**src/rtl/banco_registros_mp_if.sv**
```systemverilog
// banco_registros_mp_if: write, read, debug and status signals of the register bank
interface banco_registros_mp_if #(
  parameter int NB_REGISTER = 32,
  parameter int NB_ADDR     = 5,
  parameter int N_READ      = 2
);
  logic                          i_wr_enable;
  logic [NB_ADDR-1:0]            i_w_addr;
  logic [NB_REGISTER-1:0]        i_w_data;
  logic [N_READ*NB_ADDR-1:0]     i_r_addr;
  logic [N_READ*NB_REGISTER-1:0] o_r_data;
  logic [NB_ADDR-1:0]            i_dbg_addr;
  logic [NB_REGISTER-1:0]        o_dbg_data;
  logic                          o_ready;
  logic                          o_wr_drop;
  modport master (
    output i_wr_enable, i_w_addr, i_w_data, i_r_addr, i_dbg_addr,
    input  o_r_data, o_dbg_data, o_ready, o_wr_drop
  );
  modport slave (
    input  i_wr_enable, i_w_addr, i_w_data, i_r_addr, i_dbg_addr,
    output o_r_data, o_dbg_data, o_ready, o_wr_drop
  );
endinterface

```
**src/rtl/banco_registros_mp.sv**
```systemverilog
// banco_registros_mp: multi-read-port register bank with sequential init, optional zero register and write bypass
module banco_registros_mp #(
  parameter int NB_REGISTER = 32,
  parameter int NB_ADDR     = 5,
  parameter int N_READ      = 2,
  parameter int ZERO_REG    = 1,
  parameter int BYPASS      = 1,
  parameter int INIT_MODE   = 1
) (
  input logic i_clk,
  input logic i_reset_n,
  banco_registros_mp_if.slave bus
);
  localparam int DEPTH = 1 << NB_ADDR;
  typedef enum logic {INIT, RUN} state_t;
  state_t state, next_state;
  logic [NB_ADDR:0] cnt;
  logic [NB_REGISTER-1:0] regs [DEPTH];
  logic [NB_REGISTER-1:0] init_val;
  logic run, we, wr_ok;
  logic [NB_ADDR-1:0] wa;
  logic [NB_REGISTER-1:0] wd;
  assign run      = state == RUN;
  assign we       = bus.i_wr_enable;
  assign wa       = bus.i_w_addr;
  assign wd       = bus.i_w_data;
  assign wr_ok    = run && we && !(ZERO_REG != 0 && wa == '0);
  assign init_val = INIT_MODE != 0 ? NB_REGISTER'(cnt[NB_ADDR-1:0]) : '0;
  assign bus.o_ready = run;
  always_comb begin
    next_state = state;
    if (state == INIT && cnt == (NB_ADDR+1)'(DEPTH - 1)) next_state = RUN;
  end
  always_ff @(posedge i_clk) begin
    if (!i_reset_n) begin
      state         <= INIT;
      cnt           <= '0;
      bus.o_wr_drop <= 1'b0;
    end else begin
      state         <= next_state;
      cnt           <= run ? cnt : cnt + (NB_ADDR+1)'(1);
      bus.o_wr_drop <= we && !run;
    end
  end
  // No reset on the array: it is filled one entry per cycle so it can map to distributed RAM
  always_ff @(posedge i_clk) begin
    if (i_reset_n) begin
      if (!run) regs[cnt[NB_ADDR-1:0]] <= init_val;
      else if (wr_ok) regs[wa] <= wd;
    end
  end
  function automatic logic [NB_REGISTER-1:0] rd(input logic [NB_ADDR-1:0] a, input logic byp);
    return (!run || (ZERO_REG != 0 && a == '0)) ? '0 : (byp && we && wa == a) ? wd : regs[a];
  endfunction
  always_comb begin
    bus.o_r_data = '0;
    for (int k = 0; k < N_READ; k++)
      bus.o_r_data[k*NB_REGISTER +: NB_REGISTER] = rd(bus.i_r_addr[k*NB_ADDR +: NB_ADDR], BYPASS != 0);
  end
  assign bus.o_dbg_data = rd(bus.i_dbg_addr, 1'b0);
endmodule
```
**src/flat_wrapper.sv**
```systemverilog
// flat-port wrapper written by rule: the top's interface ports become plain ports
module banco_registros_mp_flat 
#(
  parameter int NB_REGISTER = 32,
  parameter int NB_ADDR     = 5,
  parameter int N_READ      = 2,
  parameter int ZERO_REG    = 1,
  parameter int BYPASS      = 1,
  parameter int INIT_MODE   = 1
)
  (i_clk, i_reset_n, bus_i_wr_enable, bus_i_w_addr, bus_i_w_data, bus_i_r_addr, bus_i_dbg_addr, bus_o_r_data, bus_o_dbg_data, bus_o_ready, bus_o_wr_drop);
  banco_registros_mp_if #(.NB_REGISTER(NB_REGISTER), .NB_ADDR(NB_ADDR), .N_READ(N_READ)) bus_i ();
  input logic i_clk;
  input logic i_reset_n;
  input wire logic [$bits(bus_i.i_wr_enable)-1:0] bus_i_wr_enable;
  input wire logic [$bits(bus_i.i_w_addr)-1:0] bus_i_w_addr;
  input wire logic [$bits(bus_i.i_w_data)-1:0] bus_i_w_data;
  input wire logic [$bits(bus_i.i_r_addr)-1:0] bus_i_r_addr;
  input wire logic [$bits(bus_i.i_dbg_addr)-1:0] bus_i_dbg_addr;
  output wire logic [$bits(bus_i.o_r_data)-1:0] bus_o_r_data;
  output wire logic [$bits(bus_i.o_dbg_data)-1:0] bus_o_dbg_data;
  output wire logic [$bits(bus_i.o_ready)-1:0] bus_o_ready;
  output wire logic [$bits(bus_i.o_wr_drop)-1:0] bus_o_wr_drop;
  assign bus_i.i_wr_enable = bus_i_wr_enable;
  assign bus_i.i_w_addr = bus_i_w_addr;
  assign bus_i.i_w_data = bus_i_w_data;
  assign bus_i.i_r_addr = bus_i_r_addr;
  assign bus_i.i_dbg_addr = bus_i_dbg_addr;
  assign bus_o_r_data = bus_i.o_r_data;
  assign bus_o_dbg_data = bus_i.o_dbg_data;
  assign bus_o_ready = bus_i.o_ready;
  assign bus_o_wr_drop = bus_i.o_wr_drop;
  banco_registros_mp #(.NB_REGISTER(NB_REGISTER), .NB_ADDR(NB_ADDR), .N_READ(N_READ), .ZERO_REG(ZERO_REG), .BYPASS(BYPASS), .INIT_MODE(INIT_MODE)) u_core (.i_clk(i_clk), .i_reset_n(i_reset_n), .bus(bus_i));
endmodule
```
**config.mk**
```make
export PLATFORM = sky130hd
export DESIGN_NAME = banco_registros_mp_flat
export DESIGN_NICKNAME = d
export VERILOG_FILES = /design/src/rtl/banco_registros_mp_if.sv /design/src/rtl/banco_registros_mp.sv /design/src/flat_wrapper.sv
export SDC_FILE = /design/constraint.sdc
export NUM_CORES = 2
export LEC_CHECK = 0
export CAP_MARGIN = 10
export CORE_MARGIN = 1
export CORE_UTILIZATION = 46
export CTS_BUF_LIST = sky130_fd_sc_hd__clkbuf_4
export DETAILED_ROUTE_END_ITERATION = 8
export GPL_TIMING_DRIVEN = 0
export PLACE_DENSITY = 0.59
export SLEW_MARGIN = 20
export SYNTH_ARGS = -nofsm -noshare
export SYNTH_HDL_FRONTEND = slang
export SYNTH_SLANG_ARGS = --single-unit
```
**constraint.sdc**
```tcl
create_clock -name i_clk -period 4.5 [get_ports i_clk]
set_clock_uncertainty 0.15 [all_clocks]
set_input_delay 0.9 -clock i_clk [delete_from_list [all_inputs] [get_ports i_clk]]
set_output_delay 0.9 -clock i_clk [all_outputs]
set_load 0.02 [all_outputs]
```
==> key figures <==
Placement
  – HPWL Detailed: 199000 µm
  – Buffers on Ports: 141
  – Pre-CTS WS: -2350 ps
  – Gpl congestion: 1.05

Setup path
  – Cell count of the worst reg-to-reg path: 10
  – FF-to-FF End: u_core.regs[30][14]
  – Worst EP arrival: 4130 ps
  – Worst Path Max Fanout: 3
  – FF-to-FF setup slack: 190 ps
  – R2R Path Start: u_core.bus.o_ready
  – Required time worst endpoint: 3450 ps
  – CP startpoint kind: flip-flop
  – Kind of critical path: reg2out
  – Worst setup EP type: output pin

Floorplanning
  – Core box area: 0.122 mm²
  – Die Y: 354 µm
  – Full die area: 0.125 mm²
  – I/O pin count: 153
  – Cell row count: 128
  – Initial Util: 0.465
  – Die width: 354 µm

GRT
  – Largest net degree at the start of global routing: 33
  – Initial antenna violation count: 9
  – Vias in the first global route: 43500
  – First-pass GRT wire length: 369000 µm
  – Gr usage total: 0.442
  – GRT overflow: 0

CTS
  – TritonCTS clock tree: yes
  – Clk sink count: 1032
  – CTS H-Tree Depth: 5
  – CTS root buffer: clkbuf_4
  – CTS clk-pin slew, worst paths: 70 ps
  – Hold_buf cts: 0
  – Clk buf depth: 4
  – Number of buffers created by CTS: 303
  – Clk Latency, worst-skew pair: 1360 ps

Drt
  – WL/cell: 46.8 µm
  – DR iter-0 viols: 8228
  – Detail Route Antenna Nets: 0
  – Routed Wire Length: 280000 µm
  – Via density: 7.58
  – DR vias: 45400
  – # DRC: 2
  – Router iterations before antenna repair: 9

Cells and area
  – Fill cells: 9795
  – Share of cells above drive strength 1: 0.430
  – Register area: 0.0309 mm²
  – Nets: 4217
  – Multi-input gate area: 0.0267 mm²
  – Syn-to-layout area delta: 22.3%

Pwr
  – Power per cell area: 317 mW/mm²
  – Pleak: 0.0237 µW
  – VDD IR max: 0.356 mV
  – Total Power: 22000 µW

Yosys
  – Synthesized cell area: 0.0568 mm²
  – Ys Warns: 0
  – Most used flip-flop cell after synthesis: edfxtp_1
  – Syn Inst Count: 3553
  – Asr flop ratio synth: 0
  – Syn_nets: 3609
  – Synth Register Bits: 1032
  – Post-synth EDFFs: 1024
  – Syn Area/Cell: 16.0 µm²
  – Post-synthesis sequential area ratio: 0.544
  – Synth cell types: 57

Timing
  – Final hold viol count: 0
  – Maximum clock rate: 193 MHz
  – Slew Limit Headroom: 0.137
  – # setup viols final: 87
  – Worst setup margin: -676 ps
  – Unrepaired setup endpoints after global routing: yes
  – Final Cycle Share: 1.15
  – Total negative setup slack: -13910 ps
  – Worst slew pin tran: 1290 ps
  – Hold Slack: 237 ps
  – Final min period: 5180 ps
  – Pins over their slew limit: 0

Status
  – Status: complete, but fails checks
  – Failing checks: DRC, setup timing

Run
  – MaxCap Viol Count: 0

Min path
  – Hold path cells: 3
  – Worst Hold Class: in2reg
  – Hold path endpoint: u_core.cnt[2]
  – Hold Startpoint: i_reset_n
## power by group
| group | total, µW | internal [µW] | leakage, µW | switching, µW |
|---|---|---|---|---|
| clock network | 8550 | 4230 | 0.00208 | 4320 |
| registers | 10500 | 10500 | 0.00965 | 40.7 |
| logic | 2950 | 999 | 0.0120 | 1960 |
| total | 22000 | 15700 | 0.0237 | 6320 |
## what timing repair did
item,CTS,global route
setup buffers,83,16
pin swaps,143,55
gates resized for setup,1276,102
endpoints found under the setup margin,96,76
## Yosys cell counts (6+ instances only)
master | number | share of area
a32o_1 | 12 | 0.0021
a21oi_1 | 111 | 0.0098
nor3_1 | 15 | 0.0013
buf_4 | 22 | 0.0029
mux2_2 | 13 | 0.0026
o211ai_1 | 31 | 0.0041
dfxtp_1 | 8 | 0.0028
mux4_2 | 514 | 0.20
o221ai_1 | 148 | 0.023
a31oi_1 | 41 | 0.0045
o21ai_0 | 49 | 0.0043
a22o_1 | 42 | 0.0065
a2111oi_0 | 22 | 0.0034
o31ai_1 | 33 | 0.0044
nand2b_1 | 34 | 0.0037
or3_1 | 35 | 0.0039
nand3_1 | 39 | 0.0034
edfxtp_1 | 1024 | 0.54
a2111oi_1 | 8 | 0.0014
a22oi_1 | 80 | 0.011
and2_1 | 31 | 0.0034
buf_2 | 132 | 0.012
nor2_1 | 85 | 0.0056
clkbuf_1 | 164 | 0.011
o22ai_1 | 84 | 0.0092
xnor2_1 | 8 | 0.0012
mux2i_1 | 497 | 0.088
nor2b_1 | 8 | 0.00088
and3_1 | 6 | 0.00066
a221oi_1 | 63 | 0.0097
a221o_1 | 31 | 0.0055
buf_1 | 18 | 0.0012
buf_6 | 6 | 0.0012
nand2_1 | 96 | 0.0063
## registers in the layout (all words and copies together) (netlist names)
| name | flops |
|---|---|
| u_core.bus.o_wr_drop | 1 |
| u_core.regs | 1024 |
| u_core.cnt | 6 |
| u_core.bus.o_ready | 1 |
## layout make-up
cell class,instances,share of cell area
Sequential cell,1032,0.445
Tap cell,1625,0.0292
Clock inverter,83,0.00520
Antenna cell,11,0.000396
Timing Repair Buffer,306,0.0494
Multi-Input combinational cell,2170,0.384
Clock buffer,407,0.0439
Inverter,6,0.000432
Buffer,342,0.0427
## how the worst max path moves through the flow
stage	startpoint	to	slack, ps
after global placement	bus_i_r_addr[2]	bus_o_r_data[10]	-2960
after global routing	u_core.regs[6][13]	bus_o_r_data[45]	-540
final	u_core.regs[0][13]	bus_o_r_data[45]	-680
after CTS	u_core.regs[0][4]	bus_o_r_data[36]	-500
after detailed placement	bus_i_r_addr[3]	bus_o_r_data[2]	-2350
after floorplan	bus_i_w_addr[0]	u_core.regs[12][0]	250
## cells in the final DEF, fill, tap and decap left out, drive strengths merged, types with 11 or more instances in the layout
master	n
a221o	31
a21oi	111
buf	432
mux2i	497
or3	35
a32o	12
mux4	514
inv	11
nand3	39
mux2	13
edfxtp	1024
nor2	86
a221oi	63
nand2	96
o221ai	148
diode	11
nor3	15
a31oi	41
clkbuf	573
clkdlybuf4s50	38
and2	31
o31ai	33
o22ai	84
a2111oi	30
a22o	42
o21ai	51
o211ai	31
a22oi	80
nand2b	34
clkinv	76
## cell families (layout without fill, tap and decap cells)
| logic type | after synthesis | in the layout | synth area share |
|---|---|---|---|
| muxes | 1024 | 1024 | 0.294 |
| DFF | 1032 | 1032 | 0.544 |
| and+or+nand+nor | 367 | 367 | 0.0314 |
| buffers and inverters | 351 | 1144 | 0.0292 |
| xor gates and xnor gates | 12 | 12 | 0.00185 |
| adders and majority gates | 1 | 1 | 0.000220 |
| AOI/OAI and AO/OA | 766 | 766 | 0.0997 |
| other | 0 | 11 | 0 |
## through the flow
stage	cell area (µm²)	std cells	utilization
global route	69500	5976	0.569
CTS	69000	5954	0.565
finish	69500	5982	0.569
detailed placement	62000	5384	0.507
floorplan	56800	3553	-
global placement	60300	5319	0.493
## metal layers
layer	vias to the layer above	wire length [µm]	GRT usage
met5	-	0	0
met4	0	27900	0.358
met3	975	39500	0.150
met2	4323	117000	0.627
met1	23300	95100	0.550
li1	16800	-	-
## worst max-delay path: stages (launching register included)
cell and delay [ps]:
edfxtp_1 420, mux4_2 470, o211ai_1 970, a31oi_2 300, a221o_1 420, buf_6 170
Power figures use the tool's default switching activity.
